==> config.mk <==
export PLATFORM = sky130hd
export DESIGN_NAME = control_unit
export DESIGN_NICKNAME = d
export VERILOG_FILES = /design/src/rtl/control_unit.sv
export SDC_FILE = /design/constraint.sdc
export NUM_CORES = 1
export LEC_CHECK = 0
export ABC_CLOCK_PERIOD_IN_PS = 2400
export BUFFER_PORTS_ARGS = -buffer_cell sky130_fd_sc_hd__buf_2
export CAP_MARGIN = 0
export CELL_PAD_IN_SITES_DETAIL_PLACEMENT = 0
export CELL_PAD_IN_SITES_GLOBAL_PLACEMENT = 1
export CORE_ASPECT_RATIO = 1.75
export CORE_UTILIZATION = 30
export DETAILED_ROUTE_END_ITERATION = 16
export PLACE_DENSITY = 0.93
export RECOVER_POWER = 100
export SYNTH_ARGS = -nofsm -noshare
export SYNTH_HDL_FRONTEND = slang
export SYNTH_SLANG_ARGS = --single-unit
==> constraint.sdc <==
create_clock -name clk -period 2.4 [get_ports clk]
set_input_delay 0.12 -clock clk [delete_from_list [all_inputs] [get_ports clk]]
set_output_delay 0.12 -clock clk [all_outputs]
set_load 0.02 [all_outputs]
==> src/rtl/control_unit.sv <==
// Multicycle datapath controller: a Moore FSM whose outputs follow the current
// state; only pc_write in BRANCH also looks at the ALU zero flag.
module control_unit (
  input  logic       clk,
  input  logic       reset_in,
  input  logic [5:0] opcode,
  input  logic [15:0] immediate,
  input  logic       overflow,
  input  logic       zero_div,
  input  logic       mult_stop,
  input  logic       div_stop,
  input  logic       div_zero,
  output logic [1:0] mux_a,
  output logic [1:0] mux_ula1,
  output logic [1:0] mux_ula2,
  output logic [1:0] mux_shift_amt,
  output logic [1:0] mux_pc,
  output logic [1:0] mux_register_wr,
  output logic [1:0] load_size,
  output logic [2:0] mux_address,
  output logic [2:0] mux_register_wd,
  output logic [2:0] ula,
  output logic [2:0] shift,
  output logic       mux_b,
  output logic       mux_shift_src,
  output logic       mux_memory_wd,
  output logic       mux_high,
  output logic       mux_low,
  output logic       mux_extend,
  output logic       store_size,
  output logic       address_rg_load,
  output logic       epc_load,
  output logic       mdr_load,
  output logic       ir_load,
  output logic       high_load,
  output logic       low_load,
  output logic       a_load,
  output logic       b_load,
  output logic       ula_out_load,
  output logic       pc_write,
  output logic       memory_wr,
  output logic       reg_wr,
  output logic       is_beq,
  output logic       is_bne,
  output logic       mult_init,
  output logic       div_init
);

  localparam logic [5:0] OP_NOP  = 6'b000000;
  localparam logic [5:0] OP_ADDI = 6'b001000;
  localparam logic [5:0] OP_LUI  = 6'b001111;
  localparam logic [5:0] OP_LW   = 6'b100011;
  localparam logic [5:0] OP_LH   = 6'b100001;
  localparam logic [5:0] OP_LB   = 6'b100000;
  localparam logic [5:0] OP_SW   = 6'b101011;
  localparam logic [5:0] OP_SB   = 6'b101000;
  localparam logic [5:0] OP_SLLM = 6'b001001;
  localparam logic [5:0] OP_BEQ  = 6'b000100;
  localparam logic [5:0] OP_BNE  = 6'b000101;

  typedef enum logic [4:0] {
    ST_RESET, ST_FETCH1, ST_FETCH2, ST_FETCH3, ST_DECODE,
    ST_EXEC, ST_WB_ALU, ST_WB_LUI, ST_ADDR, ST_MEM1, ST_MEM2, ST_MDR,
    ST_WB_MEM, ST_SH_LD, ST_SH_DO, ST_WB_SH, ST_STORE, ST_BRANCH,
    ST_EXC_OPC, ST_EXC_OVF
  } state_t;

  state_t     state_q, state_d;
  logic [5:0] op_q, op_d;

  logic unused_inputs;
  assign unused_inputs = ^{immediate, mult_stop, div_stop, div_zero};

  always_ff @(posedge clk) begin
    if (reset_in) begin
      state_q <= ST_RESET;
      op_q    <= '0;
    end else begin
      state_q <= state_d;
      op_q    <= op_d;
    end
  end

  // Opcode is captured on leaving DECODE so later states decode from
  // registered state alone.
  always_comb begin
    state_d         = state_q;
    op_d            = op_q;
    mux_a           = '0;
    mux_ula1        = '0;
    mux_ula2        = '0;
    mux_shift_amt   = '0;
    mux_pc          = '0;
    mux_register_wr = '0;
    load_size       = '0;
    mux_address     = '0;
    mux_register_wd = '0;
    ula             = '0;
    shift           = '0;
    mux_b           = 1'b0;
    mux_shift_src   = 1'b0;
    mux_memory_wd   = 1'b0;
    mux_high        = 1'b0;
    mux_low         = 1'b0;
    mux_extend      = 1'b0;
    store_size      = 1'b0;
    address_rg_load = 1'b0;
    epc_load        = 1'b0;
    mdr_load        = 1'b0;
    ir_load         = 1'b0;
    high_load       = 1'b0;
    low_load        = 1'b0;
    a_load          = 1'b0;
    b_load          = 1'b0;
    ula_out_load    = 1'b0;
    pc_write        = 1'b0;
    memory_wr       = 1'b0;
    reg_wr          = 1'b0;
    is_beq          = 1'b0;
    is_bne          = 1'b0;
    mult_init       = 1'b0;
    div_init        = 1'b0;

    unique case (state_q)
      ST_RESET: state_d = ST_FETCH1;
      ST_FETCH1, ST_FETCH2, ST_FETCH3: begin
        mux_address = 3'b001;
        mux_ula1    = 2'b01;
        mux_ula2    = 2'b10;
        ula         = 3'b001;
        if (state_q == ST_FETCH1) state_d = ST_FETCH2;
        else if (state_q == ST_FETCH2) state_d = ST_FETCH3;
        else begin
          ir_load  = 1'b1;
          pc_write = 1'b1;
          mux_pc   = 2'b00;
          state_d  = ST_DECODE;
        end
      end
      ST_DECODE: begin
        a_load       = 1'b1;
        b_load       = 1'b1;
        mux_ula1     = 2'b01;
        mux_ula2     = 2'b11;
        ula          = 3'b001;
        ula_out_load = 1'b1;
        op_d         = opcode;
        case (opcode)
          OP_ADDI:                              state_d = ST_EXEC;
          OP_LUI:                               state_d = ST_WB_LUI;
          OP_LW, OP_LH, OP_LB, OP_SW, OP_SB,
          OP_SLLM:                              state_d = ST_ADDR;
          OP_BEQ, OP_BNE:                       state_d = ST_BRANCH;
          OP_NOP:                               state_d = ST_FETCH1;
          default:                              state_d = ST_EXC_OPC;
        endcase
      end
      ST_EXEC, ST_ADDR: begin
        mux_ula1     = 2'b00;
        mux_ula2     = 2'b01;
        ula          = 3'b001;
        ula_out_load = 1'b1;
        if (state_q == ST_EXEC) state_d = overflow ? ST_EXC_OVF : ST_WB_ALU;
        else state_d = (op_q == OP_SW || op_q == OP_SB) ? ST_STORE : ST_MEM1;
      end
      ST_WB_ALU: begin
        reg_wr  = 1'b1;
        state_d = ST_FETCH1;
      end
      ST_WB_LUI: begin
        reg_wr          = 1'b1;
        mux_register_wd = 3'b010;
        state_d         = ST_FETCH1;
      end
      ST_MEM1: state_d = ST_MEM2;
      ST_MEM2: state_d = ST_MDR;
      ST_MDR: begin
        mdr_load = 1'b1;
        state_d  = (op_q == OP_SLLM) ? ST_SH_LD : ST_WB_MEM;
      end
      ST_WB_MEM: begin
        reg_wr          = 1'b1;
        mux_register_wd = 3'b001;
        load_size       = (op_q == OP_LH) ? 2'b01 : (op_q == OP_LB) ? 2'b10 : 2'b00;
        state_d         = ST_FETCH1;
      end
      ST_SH_LD: begin
        shift         = 3'b001;
        mux_shift_src = 1'b1;
        mux_shift_amt = 2'b01;
        state_d       = ST_SH_DO;
      end
      ST_SH_DO: begin
        shift         = 3'b010;
        mux_shift_amt = 2'b01;
        state_d       = ST_WB_SH;
      end
      ST_WB_SH: begin
        reg_wr          = 1'b1;
        mux_register_wd = 3'b011;
        state_d         = ST_FETCH1;
      end
      ST_STORE: begin
        memory_wr  = 1'b1;
        store_size = (op_q == OP_SB);
        state_d    = ST_FETCH1;
      end
      ST_BRANCH: begin
        ula      = 3'b010;
        mux_pc   = 2'b01;
        is_beq   = (op_q == OP_BEQ);
        is_bne   = (op_q == OP_BNE);
        pc_write = (op_q == OP_BEQ) ? zero_div : ~zero_div;
        state_d  = ST_FETCH1;
      end
      ST_EXC_OPC, ST_EXC_OVF: begin
        epc_load = 1'b1;
        mux_ula1 = 2'b01;
        mux_ula2 = 2'b10;
        ula      = 3'b010;
        pc_write = 1'b1;
        mux_pc   = (state_q == ST_EXC_OPC) ? 2'b10 : 2'b11;
        state_d  = ST_FETCH1;
      end
      default: state_d = ST_RESET;
    endcase
  end

endmodule

Word level (Yosys, flattened, before mapping)
Index checks and enable logic that the tools add are counted.

cells by class
  equal/unequal tests = 36
  multiplexer cells = 35
  bitwise operators = 1
  reduce and logical (&&, ||, !) cells = 16

operators by type and width
  kind                                                                    number
  6-bit equality test (second input constant)                             9
  5-bit case mux with 9 select lines                                      1
  5-bit by 4-bit equality test with 1-bit output (second input constant)  8
  5-bit case mux with 5 select lines                                      1
  6-bit by 3-bit equality test with 1-bit output (second input constant)  4
  6-bit by 4-bit equality test with 1-bit output (second input constant)  4
  5-bit by 3-bit equality test with 1-bit output (second input constant)  4
  5-bit equality test (second input constant)                             4
  1-bit 2-to-1 mux                                                        19
  6-bit OR reduction                                                      3
  5-bit 2-to-1 mux                                                        3
  2-bit case mux with 2 select lines                                      3
  2-bit case mux with 3 select lines                                      2
  5-bit by 2-bit equality test with 1-bit output (second input constant)  2
  3-bit OR reduction                                                      3
  9-bit OR reduction                                                      1
  2-bit OR reduction                                                      4
  6-bit logical NOT                                                       1
  2-bit 2-to-1 mux                                                        3
  3-bit 2-to-1 mux                                                        2
  5-bit by 1-bit equality test with 1-bit output (second input constant)  1
  5-bit logical NOT                                                       1
  5-bit OR reduction                                                      1
  4-bit OR reduction                                                      1
  other kinds (3)                                                         3

word-level totals
  flip-flop bits (word level) = 11
  bits of input ports = 29
  logic and storage cells = 90

Depth between registers and ports, before layout
  depth in word-level cells = 5
  mapped depth = 6

Least setup slack after synthesis
No wires, ideal clock.

  path kind = register to output
  start = reg state_q[3]
  end = out load_size[1]
  data arrival time = 1.651 ns
  setup slack = 0.629 ns
  cell stages (with the launch flop) = 6
  path buffers = 1
  cell sequence = dfxtp_1 > buf_2 > inv_1 > nor2_1 > nand2_1 > nor4b_1

between the ends
  longest elaborated chain between the ends = 2

RTL lines
  what                                            RTL line  text
  start, declared                                 68        state_t state_q, state_d;
  start signal, assigned                          79        state_q <= state_d;
  5-bit by 4-bit equality test with 1-bit output  124       unique case (state_q)
  2-bit 2-to-1 mux                                124
  end, declared                                   19        output logic [1:0] load_size,

No other way between the ends.

Worst setup path in the final report
  start = reg state_q[0]
  end = out a_load

between the ends
  longest elaborated chain between the ends = 2

RTL lines
  what                                            RTL line  text
  5-bit by 3-bit equality test with 1-bit output  124
  1-bit 2-to-1 mux                                124
  end, declared                                   37        output logic a_load,

No other way between the ends.

==> metrics list <==
- Outcome: complete, no violations
- Based on the critical path, the design can be clocked at up to 450 MHz.
- Via count normalized by instance count: ~5.0
- The path class of the tightest hold or removal check is in -> reg.
- Sorting the synthesized cells by area gives the leading types as dfxtp_1 (18%), buf_4 (14%), nor2_1 (9.1%), mux2i_1 (5.6%), a21oi_1 (4.8%).
- Deepest level of the CTS H-tree: 1
* Proportion of synthesized flip-flops having asynchronous set or reset: 0%
* Sequential fraction of the synthesis area: between 10% and 20%
- Post-detailed-route count of antenna-violating nets: 0
* Required @ worst endpoint: roughly 2300 ps
- The number of antenna diodes in the final layout is 0.
- After clock tree synthesis, the flow added hold-fix buffers numbering 0.
* Number of setup buffers added after CTS: 0
- Vias post-DR: between 1000 and 1500
- The final critical path takes up 92.7% of the cycle.
- Total gr overflow: 0
- After routing the design area is about 1300 µm².
* Area growth from synthesis to final layout: 8.47%
* Most frequently used flop master after synthesis: dfxtp_1
* Post-synth EDFFs: 0
- In this run, the number of DRC markers left after iteration 0 of detailed routing was 29.
- CORE AREA: 3900 µm²
* Number of endpoints failing setup at the final stage: 0
- Root buffer cell: clkbuf_8
- Along the worst path, the maximum fanout reaches 19.
* Number of rows created at floorplan: 30
- In this run switching power makes up around 44% of total power.
* Die footprint: ~4400 µm²
- Post-layout power: approximately 0.00077 W
- Insertion delay of the later-clocked pin in the worst-skew pair: ~240 ps
- Number of different library cells in the post-synthesis netlist: between 40 and 50
- Summing all placed instances gives a cell area of 1340 µm².
- After filler insertion, the fill cell instance count of the layout stands at between 400 and 500.
- RD Place Congestion: about 0.81
- In the synthesized netlist, the number of instances is 181.
* Number of detailed-route iterations in the first pass: 4
- The worst path meets setup with 175 ps of slack.
- Sort of element at the end of the critical path: output pin
* Largest net degree at the start of global routing: 22
* Average wire per standard cell: between 10 and 15 µm
* Critical path class: reg -> out
- NumNets Final: 238
* Count of state elements after synthesis: 11
- Number of design rule violations left after detail routing: 0
- The tool flagged a number of max-cap violations equal to 0.
- Yosys printed 0 warnings.
* Clock transition time at the flip-flop clock pins of the worst setup and hold paths: ~50 ps
- PwrDens: roughly 570 nW/µm²
- Buffers inserted during clock tree synthesis total 3.
* Share of power burned in combinational logic: 43.8%
* Cell type with the highest aggregate area in the netlist: dfxtp_1
- Share of cells above drive strength 1: between 10% and 20%
- CTS tree: yes
- Initial antenna violation count: 0
- After clock tree synthesis, the repair step resized 0 gates.
- Per-instance average area after synthesis: roughly 6.9 µm²
* Die extent in y: slightly below 90 µm
- Max-slew violation total from the final report: 0
- Detailed placement finished with a half-perimeter wire length of 2.44 mm.
- Setup repair after global routing left no endpoint under its margin.
- Total net switching power: approximately 0.00033 W
- Adding up every negative setup slack in the final design gives 0 ps.
* Post-synth design cell area: between 1000 and 1500 µm²
- Share of power burned in registers: 32.2%
- Max_slew headroom: about 41%
- Total Routing Usage GR: 14.8%
* Count of buffers from port buffering: 37
* Data arrival at the endpoint of the critical path: about 2100 ps
- Area share of the leading cell type in the synthesized netlist: 17.7%
* Tmin final: about 2200 ps
- The die is slightly above 50 µm wide.
- The clock network burns between 20% and 30% of the power.
- Startpoint type of the worst setup path: register
- Largest vdd supply drop: between 0.0002 and 0.00025 V
- Global-route wire length before repair: roughly 5 mm
* Internal power component: between 0.0004 and 0.0005 W
* Utilization of the core after routing: between 30% and 40%
* Final Hold Violating Endpoints: 0
* Post-route clock skew: roughly 0.52 ps
- Starting utilization of the core area: a little under a third
- Static leakage: roughly 0.5 nW
- For this design, the sink count on the clock tree is 11.
- The via count of the first global-routing pass was between 1000 and 1500.
* Total Wirelength: around 3.1 mm
- Timing analysis after detailed placement gives a worst setup slack of approximately 540 ps.
* Bufs on Longest Clock Path: 2
- Total I/O pin count: a little under 80
- For the pin with the worst max-slew slack, the measured transition is between 800 and 900 ps.
-- cell type report --
| cell class | count | area, µm² | share of cell area, % |
|---|---|---|---|
| multi-input combinational | 148 | 836 | 62.1 |
| sequential | 11 | 220 | 16.4 |
| timing repair buffer | 38 | 159 | 11.8 |
| tap | 48 | 60.1 | 4.46 |
| clock buffer | 4 | 45.0 | 3.35 |
| inverter | 7 | 26.3 | 1.95 |
-- synthesized netlist by cell type, types with 4 or more instances --
cell type / n
nor4_1: 4
dfxtp_1: 11
a21oi_1: 12
nor2_1: 30
inv_1: 7
nor4b_1: 4
buf_4: 23
nor3_1: 10
nand2b_1: 7
mux2i_1: 7
nand2_1: 8
o21ai_0: 6
clkbuf_1: 7
-- metal layers --
layer | wire length (µm) | vias to the layer above | share of wire, % | global-route usage (%)
li1 | - | 645 | - | -
met1 | 1170 | 578 | 38 | 15.0
met2 | 1630 | 47 | 53 | 27.3
met3 | 119 | 10 | 3.9 | 1.05
met4 | 138 | 0 | 4.5 | 11.1
met5 | 0 | - | 0 | 0
-- flip-flops by register name, indices dropped and copies added (netlist names) --
register / cells
op_q: 6
state_q: 5
-- path summary, 6_finish.rpt --
| kind | from | slack, ps | cells after the start | endpoint |
|---|---|---|---|---|
| worst min register to register | op_q[2] | 540 | 2 | op_q[2] |
| worst max-delay path | state_q[0] | 180 | 3 | a_load |
| worst max register to register | state_q[0] | 400 | 4 | op_q[4] |
| worst min-delay path | reset_in | 170 | 2 | op_q[1] |
-- power by group through the flow --
| stage | clock, W | combinational, W | sequential (W) |
|---|---|---|---|
| 5_1_grt | 0.000193 | 0.000371 | 0.000252 |
| 3_3_place_gp | 0 | 0.000348 | 0.000250 |
| 6_report | 0.000184 | 0.000336 | 0.000247 |
| 2_1_floorplan | 0 | 0.000342 | 0.000210 |
| 4_1_cts | 0.000189 | 0.000350 | 0.000246 |
| 3_5_place_dp | 0 | 0.000349 | 0.000250 |
-- worst max-delay path: stages, from the launching register on --
cell and delay (ps):
dfxtp_1 490, or2_4 360, nor3_2 720, clkbuf_2 300
-- cell families (layout without fill, tap and decap cells) --
family	count (synthesis)	count (layout)	synth area share, %
buf+inv	42	49	20.5
other cells	1	21	0.302
compound gates	37	37	19.1
flops	11	11	17.7
mux	9	9	7.46
simple gates	78	78	32.9
xor+xnor	3	3	2.12
-- cells in the final DEF, fill, tap and decap left out, types with 8 or more instances in the layout --
cell | netlist | routed
conb_1 | 1 | 21
buf_2 | 2 | 11
nor3_1 | 10 | 10
dfxtp_1 | 11 | 11
nand2_1 | 8 | 8
clkbuf_1 | 7 | 26
nor2_1 | 30 | 30
a21oi_1 | 12 | 12
-- stage by stage --
stage               instances  hold slack, ps
floorplan                 201             259
global placement          252             415
detailed placement        252             421
CTS                       256             169
global route              256             198
finish                    256             171
(Power assumes the default switching activity.)
